===== src/rtl/cpu_pkg.sv =====
// Shared CPU definitions: immediate formats, NOP encoding and loader FSM states.
package cpu_pkg;

  localparam int unsigned XLEN = 32;

  // Immediate format select; the immediate decoder uses the same encoding.
  typedef enum logic [1:0] {
    IMM_I  = 2'b00,
    IMM_S  = 2'b01,
    IMM_SH = 2'b10,
    IMM_B  = 2'b11
  } imm_fmt_e;

  // addi x0, x0, 0
  localparam logic [XLEN-1:0] NOP_INSTR = 32'h0000_0013;

  typedef enum logic [1:0] {
    IDLE = 2'b00,
    LOAD = 2'b01,
    DONE = 2'b10
  } packer_state_e;

endpackage


===== src/rtl/imm_pack.sv =====
// Scatters a 32-bit immediate into the RV32 instruction fields of the selected
// format and reports whether the immediate fits that format.
module imm_pack
  import cpu_pkg::*;
(
  input  imm_fmt_e          fmt,
  input  logic [XLEN-1:0]   base,
  input  logic [XLEN-1:0]   imm,
  output logic [XLEN-1:0]   word,
  output logic              range_ok
);

  // Field replacement keeps the non-immediate bits of base; range check per format.
  always_comb begin
    word     = base;
    range_ok = 1'b0;
    case (fmt)
      IMM_I: begin
        word     = {imm[11:0], base[19:0]};
        range_ok = (imm[31:11] == '0) || (imm[31:11] == '1);
      end
      IMM_S: begin
        word     = {imm[11:5], base[24:12], imm[4:0], base[6:0]};
        range_ok = (imm[31:11] == '0) || (imm[31:11] == '1);
      end
      IMM_SH: begin
        // funct7 (e.g. SRAI bit 30) stays from the base word.
        word     = {base[31:25], imm[4:0], base[19:0]};
        range_ok = (imm[31:5] == '0);
      end
      IMM_B: begin
        word     = {imm[12], imm[10:5], base[24:12], imm[4:1], imm[11], base[6:0]};
        range_ok = ((imm[31:12] == '0) || (imm[31:12] == '1)) && !imm[0];
      end
      default: begin
        word     = base;
        range_ok = 1'b0;
      end
    endcase
  end

endmodule


===== src/rtl/instr_imm_packer.sv =====
// Sequential loader: encodes immediates into instruction words and writes them
// to consecutive instruction-memory addresses, tracking range and overflow errors.
module instr_imm_packer
  import cpu_pkg::*;
#(
  parameter int unsigned ADDR_W    = 8,
  parameter int unsigned BASE_ADDR = 0
) (
  input  logic              clk,
  input  logic              reset,
  input  logic              start,
  input  logic              in_valid,
  output logic              in_ready,
  input  logic [1:0]        in_fmt,
  input  logic [31:0]       in_base,
  input  logic [31:0]       in_imm,
  input  logic              in_last,
  output logic              mem_we,
  output logic [ADDR_W-1:0] mem_addr,
  output logic [31:0]       mem_wdata,
  output logic              busy,
  output logic              done,
  output logic              err_range,
  output logic              err_ovf,
  output logic [ADDR_W-1:0] err_addr,
  output logic [ADDR_W:0]   count
);

  localparam logic [ADDR_W-1:0] ADDR_MAX   = '1;
  localparam logic [ADDR_W-1:0] ADDR_FIRST = ADDR_W'(BASE_ADDR);

  packer_state_e     state;
  packer_state_e     state_next;
  logic [ADDR_W-1:0] next_addr;
  logic [31:0]       packed_word;
  logic              range_ok;
  logic              accept;
  logic              restart;

  imm_pack u_imm_pack (
    .fmt      (imm_fmt_e'(in_fmt)),
    .base     (in_base),
    .imm      (in_imm),
    .word     (packed_word),
    .range_ok (range_ok)
  );

  assign in_ready = (state == LOAD);
  assign busy     = (state == LOAD);
  assign done     = (state == DONE);
  assign accept   = in_valid && in_ready;
  assign restart  = start && (state != LOAD);

  // State register.
  always_ff @(posedge clk or posedge reset) begin
    if (reset) state <= IDLE;
    else       state <= state_next;
  end

  // Next-state: last beat or the top address both end the load.
  always_comb begin
    state_next = state;
    case (state)
      IDLE, DONE: begin
        if (start) state_next = LOAD;
      end
      LOAD: begin
        if (accept && (in_last || (next_addr == ADDR_MAX))) state_next = DONE;
      end
      default: state_next = IDLE;
    endcase
  end

  // Write port, address/count tracking and sticky error capture.
  always_ff @(posedge clk or posedge reset) begin
    if (reset) begin
      mem_we    <= 1'b0;
      mem_addr  <= '0;
      mem_wdata <= '0;
      next_addr <= ADDR_FIRST;
      count     <= '0;
      err_range <= 1'b0;
      err_ovf   <= 1'b0;
      err_addr  <= '0;
    end else begin
      mem_we <= 1'b0;
      if (restart) begin
        next_addr <= ADDR_FIRST;
        count     <= '0;
        err_range <= 1'b0;
        err_ovf   <= 1'b0;
        err_addr  <= '0;
      end else if (accept) begin
        mem_we    <= 1'b1;
        mem_addr  <= next_addr;
        mem_wdata <= range_ok ? packed_word : NOP_INSTR;
        count     <= count + (ADDR_W+1)'(1);
        if (!range_ok) begin
          err_range <= 1'b1;
          if (!err_range) err_addr <= next_addr;
        end
        // The address saturates; the last slot ends the load instead of wrapping.
        if (next_addr != ADDR_MAX) next_addr <= next_addr + ADDR_W'(1);
        else if (!in_last)         err_ovf   <= 1'b1;
      end
    end
  end

endmodule

===== config.mk =====
export PLATFORM = sky130hd
export DESIGN_NAME = instr_imm_packer
export DESIGN_NICKNAME = d
export VERILOG_FILES = /design/src/rtl/cpu_pkg.sv /design/src/rtl/imm_pack.sv /design/src/rtl/instr_imm_packer.sv
export SDC_FILE = /design/constraint.sdc
export NUM_CORES = 1
export LEC_CHECK = 0
export CAP_MARGIN = 15
export CORE_UTILIZATION = 45
export CTS_BUF_LIST = sky130_fd_sc_hd__clkbuf_8
export CTS_CLUSTER_SIZE = 25
export DETAILED_ROUTE_END_ITERATION = 7
export PLACE_DENSITY = 0.79
export SLEW_MARGIN = 0
export SYNTH_ARGS = -nofsm -noshare
export SYNTH_HDL_FRONTEND = slang
export SYNTH_HIERARCHICAL = 1
export SYNTH_SLANG_ARGS = --single-unit

===== constraint.sdc =====
create_clock -name clk -period 3.13 [get_ports clk]
set_clock_uncertainty 0.2 [all_clocks]
set_input_delay 0.939 -clock clk [delete_from_list [all_inputs] [get_ports clk]]
set_output_delay 0.939 -clock clk [all_outputs]
set_load 0.005 [all_outputs]

==> impl_results.md, run 1 <==
- Status: complete, no violations
- Final hold viol count: 0
- Die Outline Area: 8094 sq um
- Setup CP Type: in -> reg
- Tightest Hold Check Type: reg -> reg
- Accumulated negative setup slack: 0 ps
- Number of inserted filler cells in the final layout: 609
- Vias in the first global route: approximately 3000
- Pin count of the biggest net entering global routing: 42
- Critical path's most frequent cell: sky130_fd_sc_hd__nand3_1
- Floorplan die height: around 90 um
- DR vias: around 3100
- Synth-to-layout area growth: 44.23%
- Clock buffer count from CTS: 9
- Router iterations before antenna repair: 4
- Drt via density: between 5 and 6
- Number of nets in the finished design: ~570
- Finish-stage setup viols: 0
- Clk pin slew, worst setup/hold paths: around 70 ps
- Count of buffering cells on the critical path with inverters included: 2
- Chip width: approximately 90 um
- Relative slew slack: between 60 and 70%
- Standard-cell rows: 31
- Register Area: 1752 sq um
- Cell Int Power: approximately 1600 uW
- Maximum vdd ir drop: ~0.18 mV
- Post-synthesis average cell area: just over 9 sq um
- Fraction of post-synthesis cell area in the top cell type by area: roughly 50%
- Setup fix buffers added after clock tree synthesis: 0
- Top cells by area, synth: sky130_fd_sc_hd__dfrtp_1 50%, sky130_fd_sc_hd__nand2_1 11%, sky130_fd_sc_hd__nand3_1 5.7%
- Post-Route Hold Slack: roughly 270 ps
- Quantity of hold-fixing buffers added after cts: 0
- Fraction of power consumed by combinational cells: 27.8%
- Data arrival time of the critical path: 2810 ps
- Post-detailed-route count of antenna-violating nets: 0
- Count of cell types in the netlist: 38
- Global-route wire length before repair: 14340 um
- Layout Cells excl Fill: approximately 600
- Post-cts sizing count: 0
- Unrepaired setup endpoints after global routing: false
- DRC viols: 0
- Setup slack of the most critical reg-to-reg path: between 1000 and 1500 ps
- Worst Tran Pin Value: between 500 and 600 ps
- Post-detail-place hpwl: ~6400 um
- Min cycle time layout: about 2700 ps
- Portion of the clock cycle consumed by the worst path in the final layout: ~90%
- Highest net fanout along the worst path: 33
- CP max-delay cell: sky130_fd_sc_hd__clkdlybuf4s50_1
- Critical Path End Type: flip-flop
- Effective utilization at floorplan: approximately 47%
- Synth Cell Area: between 3000 and 4000 sq um
- Post-layout power: 2316 uW
- Number of top-level pins: between 100 and 150
- Clock Root Buffer: sky130_fd_sc_hd__clkbuf_8
- Sw frac: approximately 30%
- Switching power: just over 700 uW
- Area occupied by multi-input gates: ~1500 sq um
- Worst endpoint required time: around 3200 ps
- Fraction of layout instances using a drive strength above 1: a little under a tenth
- Clock tree sinks: 70
- Clock latency at the later pin of the worst-skew pair: roughly 340 ps
- Core outline area: 7370 sq um
- Detailed Route WL: 8526 um
- Port buffer count: 133
- Clock buffer depth: 2
- Worst Setup Start Kind: primary input
- Number of antenna violations at the first check in global routing: 0
- Power per cell area: between 400 and 500 nW/um^2
- Core Util, Final: about two thirds
- YS warnings: 6
- Sequential Power Share: between 40% and 50%
- Library cell occupying the most area in the post-synthesis netlist: sky130_fd_sc_hd__dfrtp_1
- Maximum level of the CTS H-tree: 3
- Commonest cells after routing, fill and taps aside: 133 x sky130_fd_sc_hd__clkdlybuf4s50_1, 106 x sky130_fd_sc_hd__nand2_1, 70 x sky130_fd_sc_hd__dfrtp_1, 40 x sky130_fd_sc_hd__nand3_1, 21 x sky130_fd_sc_hd__nor2_1
- Top delay family on crit path: simple AND/OR/NAND/NOR gates
- 1st-iter DRT viols: 130
- Synthesis-stage register bit count: 70
- Pleak: 0.002345 uW
- Final Max Slew Viols: 0
- Mean routed wirelength per cell: around 14 um
- Portion of the post-synthesis area used by sequential elements: 50.31%
- Last weighted congestion value of the routability-driven placer: just under 0.9
- Max-Cap Viols: 0
- Crit path cell chain: clkdlybuf4s50_1, nor4_1, and3_1, nand3_1, a211oi_4, buf_4, nand3_1, nand2_1
- Critical Path Max Stage Delay: between 400 and 500 ps
- Total global routing overflow: 0
- Mapped Nets: around 450
- CTS tree: done
- Total GRT Usage: about 22%
- Max Clk Rate: 0.3655 GHz
- Cell count after placement: between 500 and 600
- Most common cell after layout, fill and taps aside: sky130_fd_sc_hd__clkdlybuf4s50_1
- Diodes inserted: 0
- Clk network pwr share: between 20% and 30%
- Gate count after technology mapping: 380
[path summary, 6_finish.rpt]
check / startpoint / endpoint / cells past startpoint
max reg2reg: state[1] / mem_wdata[1] / 5
max in group asynchronous: reset / mem_we / 3
min: mem_wdata[19] / mem_wdata[19] / 2
min in group asynchronous: reset / next_addr[6] / 2
min reg2reg: mem_wdata[19] / mem_wdata[19] / 2
max: in_imm[19] / mem_wdata[17] / 8
[cell usage after synthesis, drive strengths merged]
cell type	count
o41ai	1
or4	1
xor2	6
and4b	1
nor2	21
xnor2	3
buf	29
a21oi	9
clkbuf	8
mux2i	7
nand2b	2
a22o	1
inv	10
dfrtp	70
and4	1
nor3	2
nand3	40
a31oi	4
nor2b	1
a311oi	1
mux2	15
and2	2
and3	5
a211oi	2
o21ai	14
ha	2
nand4	7
nand2	106
nand3b	2
nor4	7
[logic make-up (layout without fill, tap and decap cells)]
family          after synthesis  count (layout)  share of synthesized area (%)
mux                          22              22                          7.510
xor+xnor                      9               9                          2.264
fa+ha+maj                     2               2                         0.7185
simple gates                198             198                          26.02
buf+inv                      47             170                          7.330
flops                        70              70                          50.31
compound gates               32              32                          5.857
[power by group through the flow]
| stage | sequential, uW | combinational [uW] | clock (uW) |
|---|---|---|---|
| after global routing | 1060 | 708 | 674 |
| final | 1050 | 644 | 623 |
| after global placement | 1060 | 634 | 0 |
| after floorplan | 1050 | 342 | 0 |
| after CTS | 1050 | 651 | 635 |
| after detailed placement | 1060 | 644 | 0 |
[worst register-to-register path: stages, from the launching register on]
cell                       delay (ps)
sky130_fd_sc_hd__dfrtp_1          420
sky130_fd_sc_hd__nand3b_4         370
sky130_fd_sc_hd__inv_1            370
sky130_fd_sc_hd__buf_12           260
sky130_fd_sc_hd__nor2_1            70
sky130_fd_sc_hd__a31oi_1          140
[layer usage]
| metal | wire [um] | share of wire [%] | GRT usage (%) |
|---|---|---|---|
| met4 | 165 | 1.9 | 7.930 |
| met3 | 676 | 7.9 | 7.360 |
| met5 | 0 | 0 | 0 |
| met1 | 3467 | 41 | 27.13 |
| met2 | 4217 | 49 | 37.37 |
[flip-flops by register name, summed over array words and instances, names as in the netlist]
register and count:
count 9, err_addr 8, err_ovf 1, err_range 1, mem_addr 8, mem_wdata 32, mem_we 1, next_addr 8
state 2
[stage by stage]
step | instance area (sq um) | setup WS (ps)
floorplan | 3482 | 222.8
finish | 5022 | 394.0
global placement | 4855 | 70.54
global route | 5022 | 220.7
CTS | 5022 | 417.7
detailed placement | 4855 | 52.16
[final cells by class]
class / instances / area share (%)
clock buffers: 11 / 3.014
clock inverters: 4 / 0.3239
inverters: 10 / 0.7474
multi-input cells: 263 / 29.52
flip-flops and latches: 70 / 34.88
well taps: 99 / 2.466
repair buffers: 145 / 29.05
(Power assumes the default switching activity.)
==> run 2: changes to the inputs <==
--- a/config.mk
+++ b/config.mk
@@ -10,6 +10,7 @@
 export CTS_BUF_LIST = sky130_fd_sc_hd__clkbuf_8
 export CTS_CLUSTER_SIZE = 25
 export DETAILED_ROUTE_END_ITERATION = 7
+export MAX_ROUTING_LAYER = met4
 export PLACE_DENSITY = 0.79
 export SLEW_MARGIN = 0
 export SYNTH_ARGS = -nofsm -noshare
==> impl_results.md, run 2 (synthesized netlist as in run 1, its figures left out) <==
- Finish-stage setup viols: 0
- Core outline area: around 7400 sq um
- Maximum level of the CTS H-tree: 3
- Pleak: 0.002345 uW
- Clock latency at the later pin of the worst-skew pair: 340 ps
- Count of cells along the worst hold path: 2
- Worst-case reg-to-reg path depth: 5
- Total GRT Usage: between 20% and 30%
- Maximum vdd ir drop: between 0.15 and 0.2 mV
- Worst Setup Start Kind: primary input
- Portion of the clock cycle consumed by the worst path in the final layout: 87.24%
- Last weighted congestion value of the routability-driven placer: roughly 0.9
- Post-detail-place hpwl: around 6400 um
- Number of nets in the finished design: between 500 and 600
- Detailed Route WL: between 8000 and 9000 um
- Clock tree sinks: 70
- Flip-flop count of the largest register, all copies and words added: 32
- Standard-cell rows: 31
- Chip width: around 90 um
- Final Max Slew Viols: 0
- Clk pin slew, worst setup/hold paths: about 70 ps
- Diodes inserted: 0
- Vias in the first global route: 3010
- Final hold viol count: 0
- Number of antenna violations at the first check in global routing: 0
- Clock buffer count from CTS: 9
- Worst endpoint required time: approximately 3200 ps
- 1st-iter DRT viols: 150
- Min cycle time layout: ~2700 ps
- Layout Cells excl Fill: 602
- Post-cts sizing count: 0
- Accumulated negative setup slack: 0 ps
- Mean routed wirelength per cell: between 10 and 15 um
- Setup CP Type: in -> reg
- Commonest cells after routing, fill and taps aside: 133 x sky130_fd_sc_hd__clkdlybuf4s50_1, 106 x sky130_fd_sc_hd__nand2_1, 70 x sky130_fd_sc_hd__dfrtp_1, 40 x sky130_fd_sc_hd__nand3_1, 21 x sky130_fd_sc_hd__nor2_1
- Max-Cap Viols: 0
- Worst Tran Pin Value: 541.2 ps
- Critical Path End Type: flip-flop
- Router iterations before antenna repair: 4
- DRC viols: 0
- Cell count after placement: between 500 and 600
- Total global routing overflow: 0
- DR vias: approximately 3100
- Register name with the most flops: mem_wdata
- Setup slack of the most critical reg-to-reg path: 1220 ps
- Clock Root Buffer: sky130_fd_sc_hd__clkbuf_8
- Fraction of layout instances using a drive strength above 1: 9.145%
- Clock buffer depth: 2
- Port buffer count: 133
- Post-detailed-route count of antenna-violating nets: 0
- Power per cell area: around 460 nW/um^2
- Global-route wire length before repair: 14340 um
- Number of top-level pins: approximately 130
- Most common cell after layout, fill and taps aside: sky130_fd_sc_hd__clkdlybuf4s50_1
- Synth-to-layout area growth: 44.23%
- Unrepaired setup endpoints after global routing: false
- Die Outline Area: slightly above 8000 sq um
- Relative slew slack: between 60 and 70%
- Highest net fanout along the worst path: 33
- Setup fix buffers added after clock tree synthesis: 0
- Registers with the most flip-flops: mem_wdata x32, count x9
- Data arrival time of the critical path: about 2800 ps
- Floorplan die height: around 90 um
- Drt via density: 5.105
- Max Clk Rate: around 0.37 GHz
- Post-layout power: 2317 uW
- Effective utilization at floorplan: 47.25%
- Quantity of hold-fixing buffers added after cts: 0
- CTS tree: done
- Tightest Hold Check Type: reg -> reg
- Pin count of the biggest net entering global routing: 42
- Status: complete, no violations
## run 2: layout make-up
type,instances,area (sq um)
inverter,10,37.54
clock inverter,4,16.27
clock buffer,11,151.4
timing repair buffer,145,1459
fill,609,2347
multi-input combinational,263,1483
sequential,70,1752
tap,99,123.9
## run 2: critical path, stage by stage
cell and delay, ps:
sky130_fd_sc_hd__clkdlybuf4s50_1 430, sky130_fd_sc_hd__nor4_1 290, sky130_fd_sc_hd__and3_1 190, sky130_fd_sc_hd__nand3_1 110, sky130_fd_sc_hd__a211oi_4 250, sky130_fd_sc_hd__buf_4 360
sky130_fd_sc_hd__nand3_1 130, sky130_fd_sc_hd__nand2_1 90
## run 2: per-stage QoR
stage	instance area (sq um)	hold slack, ps	utilization (%)	worst slack, ps
finish	5022	266.7	68.15	399.3
global route	5022	295.6	68.15	222.7
CTS	5022	269.9	68.15	417.7
detailed placement	4855	254.5	65.87	52.16
global placement	4855	248.3	65.87	70.54
floorplan	3482	262.8	-	222.8
## run 2: per-layer routing
metal,up-vias,routed length (um),track usage [%]
li1,1495,-,-
met1,1421,3481,28.23
met2,141,4213,37.05
met3,16,622,6.176
met4,0,166,7.930
met5,-,0,-
## run 2: where the power goes
| part | switching, uW | internal (uW) |
|---|---|---|
| Sequential | 77.9 | 971 |
| Combinational | 331 | 312 |
| Clock | 308 | 317 |
| Total | 717 | 1600 |
## run 2: path summary, 6_finish.rpt
path | from | to
min in group asynchronous | reset | next_addr[6]
setup reg to reg | state[1] | mem_wdata[1]
hold / removal | mem_wdata[19] | mem_wdata[19]
setup / recovery | in_imm[19] | mem_wdata[17]
hold reg to reg | mem_wdata[19] | mem_wdata[19]
max in group asynchronous | reset | mem_we
==> run 3: changes to the inputs <==
--- a/config.mk
+++ b/config.mk
@@ -12,8 +12,10 @@
 export DETAILED_ROUTE_END_ITERATION = 7
 export MAX_ROUTING_LAYER = met4
 export PLACE_DENSITY = 0.79
+export SKIP_CTS_REPAIR_TIMING = 1
 export SLEW_MARGIN = 0
 export SYNTH_ARGS = -nofsm -noshare
 export SYNTH_HDL_FRONTEND = slang
 export SYNTH_HIERARCHICAL = 1
 export SYNTH_SLANG_ARGS = --single-unit
+export TNS_END_PERCENT = 20
==> results of run 3 <==
Same layout as run 2: the final DEF is identical, and so are final timing and power.
